==> src/rtl/fp_addmul_unit_if.sv <==
// Operand/result valid-ready bundle between issue, fp_addmul_unit and writeback.
interface fp_addmul_unit_if #(parameter int EXP_W = 8, parameter int MANT_W = 23);
  localparam int W = 1 + EXP_W + MANT_W;
  logic         in_valid;
  logic         in_ready;
  logic [1:0]   op;
  logic [W-1:0] a;
  logic [W-1:0] b;
  logic         out_valid;
  logic         out_ready;
  logic [W-1:0] result;
  logic [3:0]   flags;

  modport master (output in_valid, op, a, b, out_ready,
                  input  in_ready, out_valid, result, flags);
  modport slave  (input  in_valid, op, a, b, out_ready,
                  output in_ready, out_valid, result, flags);
endinterface

==> src/rtl/fp_addmul_unit.sv <==
// Multi-cycle IEEE add/sub/mul, RNE rounding, flush-to-zero, one op in flight.
module fp_addmul_unit #(
  parameter int EXP_W  = 8,
  parameter int MANT_W = 23
) (
  input  logic             clock,
  input  logic             reset,
  fp_addmul_unit_if.slave  io
);
  localparam int W  = 1 + EXP_W + MANT_W;
  localparam int M1 = MANT_W + 1;   // significand with hidden bit
  localparam int SW = MANT_W + 3;   // significand + guard + round
  localparam int XW = MANT_W + 4;   // ... + sticky
  localparam int MW = MANT_W + 5;   // ... + carry-out
  localparam int EW = EXP_W + 2;
  localparam logic signed [EW-1:0] BIAS = EW'((1 << (EXP_W - 1)) - 1);
  localparam logic signed [EW-1:0] EMAX = EW'((1 << EXP_W) - 1);
  localparam logic [W-1:0] QNAN = {1'b0, {EXP_W{1'b1}}, 1'b1, {(MANT_W-1){1'b0}}};
  localparam logic [W-2:0] INF  = {{EXP_W{1'b1}}, {MANT_W{1'b0}}};

  typedef enum logic [3:0] {
    S_IDLE, S_UNPACK, S_SPECIAL, S_ALIGN, S_ADD, S_MUL, S_NORM, S_ROUND, S_OUTPUT
  } state_t;

  state_t               state_q, state_d;
  logic [1:0]           op_q, op_d;
  logic [W-1:0]         a_q, a_d, b_q, b_d;
  logic                 sa_q, sa_d, sb_q, sb_d;
  logic [EXP_W-1:0]     ea_q, ea_d, eb_q, eb_d;
  logic [M1-1:0]        ma_q, ma_d, mb_q, mb_d;
  logic [3:0]           cla_q, cla_d, clb_q, clb_d;  // {nan, snan, inf, zero}
  logic [XW-1:0]        xl_q, xl_d, xs_q, xs_d;
  logic                 esub_q, esub_d;
  logic                 sgn_q, sgn_d;
  logic signed [EW-1:0] exp_q, exp_d;
  logic [MW-1:0]        man_q, man_d;
  logic [W-1:0]         res_q, res_d;
  logic [3:0]           flg_q, flg_d;

  logic                 a_big, inc, grs, sp_hit;
  logic [EXP_W-1:0]     dexp;
  logic [2*SW-1:0]      wide;
  logic [2*M1-1:0]      prod;
  logic [M1:0]          rsig;
  logic signed [EW-1:0] rexp;
  logic [W-1:0]         sp_res;
  logic [3:0]           sp_flg;
  int                   lz;

  function automatic logic [3:0] classify(input logic [W-1:0] x);
    logic e1, e0, f0;
    e1 = &x[W-2:MANT_W];
    e0 = ~|x[W-2:MANT_W];
    f0 = ~|x[MANT_W-1:0];
    // exp==0 covers subnormals too: they are flushed to signed zero
    return {e1 & ~f0, e1 & ~f0 & ~x[MANT_W-1], e1 & f0, e0};
  endfunction

  function automatic int lzc(input logic [MW-2:0] v);
    int n;
    n = MW - 1;
    for (int i = 0; i < MW - 1; i++) if (v[i]) n = MW - 2 - i;
    return n;
  endfunction

  always_ff @(posedge clock) begin
    if (reset) begin
      state_q <= S_IDLE;
      res_q   <= '0;
      flg_q   <= '0;
    end else begin
      state_q <= state_d;
      res_q   <= res_d;
      flg_q   <= flg_d;
    end
    op_q <= op_d;   a_q <= a_d;     b_q <= b_d;
    sa_q <= sa_d;   sb_q <= sb_d;   ea_q <= ea_d;   eb_q <= eb_d;
    ma_q <= ma_d;   mb_q <= mb_d;   cla_q <= cla_d; clb_q <= clb_d;
    xl_q <= xl_d;   xs_q <= xs_d;   esub_q <= esub_d;
    sgn_q <= sgn_d; exp_q <= exp_d; man_q <= man_d;
  end

  always_comb begin
    state_d = state_q; op_d = op_q; a_d = a_q; b_d = b_q;
    sa_d = sa_q; sb_d = sb_q; ea_d = ea_q; eb_d = eb_q;
    ma_d = ma_q; mb_d = mb_q; cla_d = cla_q; clb_d = clb_q;
    xl_d = xl_q; xs_d = xs_q; esub_d = esub_q;
    sgn_d = sgn_q; exp_d = exp_q; man_d = man_q;
    res_d = res_q; flg_d = flg_q;
    a_big = 1'b0; inc = 1'b0; grs = 1'b0; sp_hit = 1'b1;
    dexp = '0; wide = '0; prod = '0; rsig = '0; rexp = '0; lz = 0;
    sp_res = QNAN; sp_flg = 4'b0000;
    case (state_q)
      S_IDLE: if (io.in_valid) begin
        a_d = io.a; b_d = io.b; op_d = io.op;
        state_d = S_UNPACK;
      end
      S_UNPACK: begin
        cla_d = classify(a_q);
        clb_d = classify(b_q);
        sa_d  = a_q[W-1];
        sb_d  = b_q[W-1] ^ (op_q == 2'b01);
        ea_d  = a_q[W-2:MANT_W];
        eb_d  = b_q[W-2:MANT_W];
        ma_d  = cla_d[0] ? '0 : {1'b1, a_q[MANT_W-1:0]};
        mb_d  = clb_d[0] ? '0 : {1'b1, b_q[MANT_W-1:0]};
        state_d = S_SPECIAL;
      end
      S_SPECIAL: begin
        if (op_q == 2'b11) sp_flg = 4'b1000;
        else if (cla_q[3] | clb_q[3]) sp_flg = {cla_q[2] | clb_q[2], 3'b000};
        else if (op_q != 2'b10) begin
          if (cla_q[1] & clb_q[1] & (sa_q != sb_q)) sp_flg = 4'b1000;
          else if (cla_q[1])              sp_res = {sa_q, INF};
          else if (clb_q[1])              sp_res = {sb_q, INF};
          else if (cla_q[0] & clb_q[0])   sp_res = {sa_q & sb_q, {(W-1){1'b0}}};
          else if (cla_q[0])              sp_res = {sb_q, b_q[W-2:0]};
          else if (clb_q[0])              sp_res = a_q;
          else                            sp_hit = 1'b0;
        end else begin
          if ((cla_q[1] & clb_q[0]) | (clb_q[1] & cla_q[0])) sp_flg = 4'b1000;
          else if (cla_q[1] | clb_q[1])   sp_res = {sa_q ^ sb_q, INF};
          else if (cla_q[0] | clb_q[0])   sp_res = {sa_q ^ sb_q, {(W-1){1'b0}}};
          else                            sp_hit = 1'b0;
        end
        if (sp_hit) begin
          res_d = sp_res; flg_d = sp_flg; state_d = S_OUTPUT;
        end else begin
          state_d = (op_q == 2'b10) ? S_MUL : S_ALIGN;
        end
      end
      S_ALIGN: begin
        a_big  = {ea_q, ma_q} >= {eb_q, mb_q};
        sgn_d  = a_big ? sa_q : sb_q;
        exp_d  = {2'b00, a_big ? ea_q : eb_q};
        dexp   = a_big ? ea_q - eb_q : eb_q - ea_q;
        xl_d   = {a_big ? ma_q : mb_q, 3'b000};
        esub_d = sa_q ^ sb_q;
        if (int'(dexp) >= MANT_W + 3) xs_d = {{(XW-1){1'b0}}, 1'b1};
        else begin
          wide = {a_big ? mb_q : ma_q, 2'b00, {SW{1'b0}}} >> dexp;
          xs_d = {wide[2*SW-1:SW], |wide[SW-1:0]};
        end
        state_d = S_ADD;
      end
      S_ADD: begin
        man_d   = esub_q ? {1'b0, xl_q} - {1'b0, xs_q} : {1'b0, xl_q} + {1'b0, xs_q};
        state_d = S_NORM;
      end
      S_MUL: begin
        prod    = {{M1{1'b0}}, ma_q} * {{M1{1'b0}}, mb_q};
        man_d   = {prod[2*M1-1:MANT_W], prod[MANT_W-1], prod[MANT_W-2], |prod[MANT_W-3:0]};
        exp_d   = $signed({2'b00, ea_q}) + $signed({2'b00, eb_q}) - BIAS;
        sgn_d   = sa_q ^ sb_q;
        state_d = S_NORM;
      end
      S_NORM: begin
        if (man_q[MW-1]) begin
          man_d = {1'b0, man_q[MW-1:2], man_q[1] | man_q[0]};
          exp_d = exp_q + EW'(1);
        end else begin
          lz    = lzc(man_q[MW-2:0]);
          man_d = man_q << lz;
          exp_d = exp_q - EW'(lz);
        end
        state_d = S_ROUND;
      end
      S_ROUND: begin
        inc  = man_q[2] & (man_q[1] | man_q[0] | man_q[3]);
        grs  = |man_q[2:0];
        rsig = {1'b0, man_q[MW-2:3]} + {{M1{1'b0}}, inc};
        rexp = exp_q;
        if (rsig[M1]) begin
          rsig = rsig >> 1;
          rexp = exp_q + EW'(1);
        end
        if (man_q == '0) begin
          res_d = '0; flg_d = 4'b0000;
        end else if (rexp >= EMAX) begin
          res_d = {sgn_q, INF}; flg_d = 4'b0101;
        end else if (rexp <= 0) begin
          res_d = {sgn_q, {(W-1){1'b0}}}; flg_d = 4'b0011;
        end else begin
          res_d = {sgn_q, rexp[EXP_W-1:0], rsig[MANT_W-1:0]}; flg_d = {3'b000, grs};
        end
        state_d = S_OUTPUT;
      end
      S_OUTPUT: if (io.out_ready) state_d = S_IDLE;
      default: state_d = S_IDLE;
    endcase
  end

  assign io.in_ready  = (state_q == S_IDLE);
  assign io.out_valid = (state_q == S_OUTPUT);
  assign io.result    = res_q;
  assign io.flags     = flg_q;
endmodule

==> src/flat_wrapper.sv <==
// flat-port wrapper written by rule: the top's interface ports become plain ports
module fp_addmul_unit_flat 
#(
  parameter int EXP_W  = 8,
  parameter int MANT_W = 23
)
  (clock, reset, io_in_valid, io_op, io_a, io_b, io_out_ready, io_in_ready, io_out_valid, io_result, io_flags);
  fp_addmul_unit_if #(.EXP_W(EXP_W), .MANT_W(MANT_W)) io_i ();
  input  logic clock;
  input  logic reset;
  input wire logic [$bits(io_i.in_valid)-1:0] io_in_valid;
  input wire logic [$bits(io_i.op)-1:0] io_op;
  input wire logic [$bits(io_i.a)-1:0] io_a;
  input wire logic [$bits(io_i.b)-1:0] io_b;
  input wire logic [$bits(io_i.out_ready)-1:0] io_out_ready;
  output wire logic [$bits(io_i.in_ready)-1:0] io_in_ready;
  output wire logic [$bits(io_i.out_valid)-1:0] io_out_valid;
  output wire logic [$bits(io_i.result)-1:0] io_result;
  output wire logic [$bits(io_i.flags)-1:0] io_flags;
  assign io_i.in_valid = io_in_valid;
  assign io_i.op = io_op;
  assign io_i.a = io_a;
  assign io_i.b = io_b;
  assign io_i.out_ready = io_out_ready;
  assign io_in_ready = io_i.in_ready;
  assign io_out_valid = io_i.out_valid;
  assign io_result = io_i.result;
  assign io_flags = io_i.flags;
  fp_addmul_unit #(.EXP_W(EXP_W), .MANT_W(MANT_W)) u_core (.clock(clock), .reset(reset), .io(io_i));
endmodule
==> config.mk <==
export PLATFORM = sky130hd
export DESIGN_NAME = fp_addmul_unit_flat
export DESIGN_NICKNAME = d
export VERILOG_FILES = /design/src/rtl/fp_addmul_unit_if.sv /design/src/rtl/fp_addmul_unit.sv /design/src/flat_wrapper.sv
export SDC_FILE = /design/constraint.sdc
export NUM_CORES = 2
export LEC_CHECK = 0
export ABC_AREA = 1
export CAP_MARGIN = 20
export CORE_MARGIN = 8
export CORE_UTILIZATION = 66
export CTS_CLUSTER_SIZE = 16
export DETAILED_ROUTE_END_ITERATION = 7
export PLACE_DENSITY = 0.94
export SLEW_MARGIN = 20
export SYNTH_ARGS = -nofsm -noshare
export SYNTH_HDL_FRONTEND = slang
export SYNTH_SLANG_ARGS = --single-unit
==> constraint.sdc <==
create_clock -name clock -period 18.4 [get_ports clock]
set_clock_uncertainty 0.2 [all_clocks]
set_input_delay 3.68 -clock clock [delete_from_list [all_inputs] [get_ports clock]]
set_output_delay 3.68 -clock clock [all_outputs]
set_load 0.03 [all_outputs]
==> results by group <==
Run status
  – Status: finished clean

Logic synthesis
  – Seq/Total Area, Yosys: 19.8%
  – Synth Area in Adders: 34.6%
  – Post-synth EDFFs: 231
  – Mux cell area share after synthesis: 0.0511%
  – Main flop type after synthesis: edfxtp_1
  – Simple-Gate Fraction of Synth Area: 20.8%
  – Synthesized cell area: 39100 um2
  – Synth Area per Inst: 7.49 um2
  – Seq cells post-synth: 271
  – XOR/XNOR Fraction of Synth Area: 1.20%
  – Largest family of logic cells by synthesized area: adder cells
  – Syn Nets: 6085
  – Yosys top cell by area: fa_1
  – FFs w/ async S/R, synth: 0%
  – Synth top area share: 24.9%
  – Post-Synthesis Cells: 5224
  – Post-synthesis compound-gate area fraction: 9.28%
  – Ys Warns: 0
  – Synth area leaders: fa_1 (25%), edfxtp_1 (18%), nand2_1 (13%), inv_1 (11%), ha_1 (9.7%)
  – Number of distinct library cells after synthesis: 59

Floorplan
  – Ports: 108
  – Core Area: 58800 um2
  – Num rows: 89
  – Die H: 260 um
  – Initial Util: 66.6%
  – Area of the die: 67400 um2
  – Die X: 260 um

Critical path
  – CP endpoint kind: register
  – Arrival @ worst endpoint: 8.42 ns
  – CP startpoint kind: register
  – RR Endpoint: u_core.man_q[24]
  – Delay of the slowest cell on the worst path: 0.98 ns
  – Worst r2r path cells: 34
  – Slowest cell on the critical path: edfxtp_1
  – Kind of critical path: register to register
  – Critical path's most frequent cell: nand2_1
  – CP required: 18.51 ns
  – Reg2reg setup slack: 10.10 ns
  – Worst r2r src: u_core.mb_q[3]
  – Critical path peak fanout: 26

Cells and area
  – Ant diodes: 0
  – Design area: 41600 um2
  – Register area: 7740 um2
  – Final #Nets: 6027
  – Final Non-Filler Cells: 5961
  – Fillers: 4456
  – Multi-input gate area: 25900 um2
  – Layout cells sized above 1: 3.10%
  – Area growth syn-to-layout: 6.24%

Routing
  – Iter 0 DRT Violations: 4876
  – DR vias: 35.6k
  – Via/cell ratio: 5.98
  – Total iterations of the first detailed-routing run: 7
  – Routed WL: 123000 um
  – DR WL/cell: 20.7 um
  – Post-route ant nets: 0
  – Post-route DRC: 0

STA
  – Post-route minimum period: 8.30 ns
  – Final hold violations: 0
  – Final setup fails: 0
  – Final worst-path cycle share: 45.1%
  – Final Max Tran Viols: 0
  – Max_slew headroom: 30.4%
  – Highest clock rate: 120 MHz
  – Slew of the pin with the lowest slew margin: 1.04 ns
  – RSZ-0062 raised after global routing: false
  – Post-route setup TNS: 0 ns

GRT
  – Initial antenna violation count: 1
  – GRT Residual Overflow: 0
  – First-pass GRT wire length: 193000 um
  – Vias in the first global route: 35.9k
  – Total Routing Usage GR: 36.2%
  – Largest net degree at the start of global routing: 88

CTS
  – Postcts setup bufs: 0
  – CTS tree: done
  – Cts hold-fix bufs: 0
  – # resized after CTS: 0
  – Insertion delay to the later sink of the worst-skew pair: 0.61 ns
  – CTS max path bufs: 3
  – H-tree levels: 1
  – TritonCTS buffer count: 28
  – Clk slew on worst S/H paths: 0.06 ns
  – CTS root buffer: clkbuf_16
  – Sink Count: 271

Run
  – Max-cap violations: 0

Place
  – Placed Area: 40700 um2
  – Port Buffer Count: 107
  – DP Cell Count: 5909
  – RePlAce Congestion: 1.03
  – Final HPWL DP: 92100 um

Hold path
  – Hold Path Stages: 2
  – Worst Min Path Start: u_core.io.flags[3]
  – Worst Hold Path EP: u_core.io.flags[3]
  – Hold Crit Class: register to register
## registers in the layout (all words and copies together), names as in the netlist
signal / cells
u_core.a_q: 32
u_core.b_q: 32
u_core.io.result: 32
u_core.man_q: 28
u_core.xs_q: 27
u_core.ma_q: 24
u_core.mb_q: 24
u_core.xl_q: 24
u_core.exp_q: 10
u_core.ea_q: 8
u_core.eb_q: 8
u_core.cla_q: 4
u_core.clb_q: 4
u_core.io.flags: 4
u_core.state_q: 4
u_core.op_q: 2
u_core.esub_q: 1
u_core.sa_q: 1
u_core.sb_q: 1
u_core.sgn_q: 1
## critical path, delay by kind of cell, from the launching register on
| family | cells | cell delay [ns] |
|---|---|---|
| AOI/OAI and AO/OA | 8 | 1.46 |
| adders and majority gates | 8 | 3.81 |
| buffers and inverters | 7 | 0.41 |
| DFF | 1 | 0.98 |
| and+or+nand+nor | 11 | 1.13 |
## cells in the mapped netlist (40+ instances only)
| cell type | number |
|---|---|
| inv_1 | 1184 |
| ha_1 | 304 |
| nor2_1 | 244 |
| clkbuf_1 | 214 |
| nor3_1 | 46 |
| a21oi_1 | 249 |
| xor2_1 | 45 |
| dfxtp_1 | 40 |
| fa_1 | 487 |
| a31oi_1 | 41 |
| nand2_1 | 1310 |
| edfxtp_1 | 231 |
| nand3_1 | 290 |
| o21ai_0 | 220 |
## cells by family (layout without fill, tap and decap cells)
family | after synthesis | after routing
simple gates | 1986 | 1986
buf+inv | 1466 | 1430
fa+ha+maj | 791 | 791
compound gates | 655 | 655
flops | 271 | 271
xor+xnor | 53 | 53
mux | 2 | 2
## cell usage in the layout (no fill, tap or decap), types with 4 or more instances in the layout
master / netlist / final
inv_1: 1184 / 1184
nand2_2: 4 / 4
clkinv_2: 0 / 4
clkbuf_1: 214 / 7
clkinv_1: 9 / 14
nand3_1: 290 / 290
a211oi_1: 7 / 7
o21a_1: 13 / 13
nand4_1: 25 / 25
o211ai_1: 17 / 17
nor2_1: 244 / 242
nor3_1: 46 / 42
o221ai_1: 11 / 11
ha_1: 304 / 304
a31oi_1: 41 / 40
o21bai_1: 15 / 15
nand2_1: 1310 / 1310
dfxtp_1: 40 / 40
o22ai_1: 27 / 27
xnor2_1: 7 / 7
nor4_1: 27 / 27
or2_2: 19 / 19
buf_4: 10 / 67
clkbuf_16: 0 / 28
a21boi_0: 5 / 5
a21o_1: 4 / 4
fa_1: 487 / 487
xor2_1: 45 / 44
inv_2: 11 / 11
and2_1: 6 / 6
a21oi_1: 249 / 249
o21ai_1: 23 / 23
clkdlybuf4s50_1: 0 / 107
o21ai_0: 220 / 220
o21ai_2: 4 / 4
o31ai_1: 6 / 6
edfxtp_1: 231 / 231
## area by class of cell
class	instances	area share (%)
Clock buffer	35	1.75
Clock inverter	17	0.454
Inverter	1204	10.9
Multi-Input combinational cell	3487	62.2
Sequential cell	271	18.6
Tap cell	773	2.33
Timing Repair Buffer	174	3.78
## metrics by stage
| step | util (%) | hold slack (ns) | setup slack, ns |
|---|---|---|---|
| after CTS | 70.7 | 0.268 | 10.18 |
| after floorplan | - | 0.227 | 9.42 |
| final | 70.7 | 0.272 | 10.10 |
| after global placement | 69.2 | 0.258 | 10.38 |
| after detailed placement | 69.2 | 0.248 | 10.22 |
| after global routing | 70.7 | 0.296 | 9.61 |
## layer usage
| layer | GRT usage (%) | wire length (um) | up-vias |
|---|---|---|---|
| met1 | 47.8 | 45000 | 16697 |
| met5 | 0 | 0 | - |
| met2 | 55.7 | 53700 | 2508 |
| met3 | 8.60 | 17000 | 496 |
| met4 | 18.3 | 7620 | 0 |
| li1 | - | - | 15926 |
## how the worst max path moves through the flow
stage / slack, ns / to / depth (start not counted) / startpoint
floorplan: 9.42 / u_core.a_q[0] / 2 / io_in_valid
global placement: 10.38 / u_core.man_q[24] / 34 / u_core.mb_q[3]
detailed placement: 10.22 / u_core.man_q[24] / 34 / u_core.mb_q[3]
CTS: 10.18 / u_core.man_q[24] / 34 / u_core.mb_q[3]
global route: 9.61 / u_core.man_q[26] / 35 / u_core.mb_q[3]
finish: 10.10 / u_core.man_q[24] / 34 / u_core.mb_q[3]
Power is not shown: default switching activity piles up to over one toggle a cycle in this logic, so the estimate is an artifact.
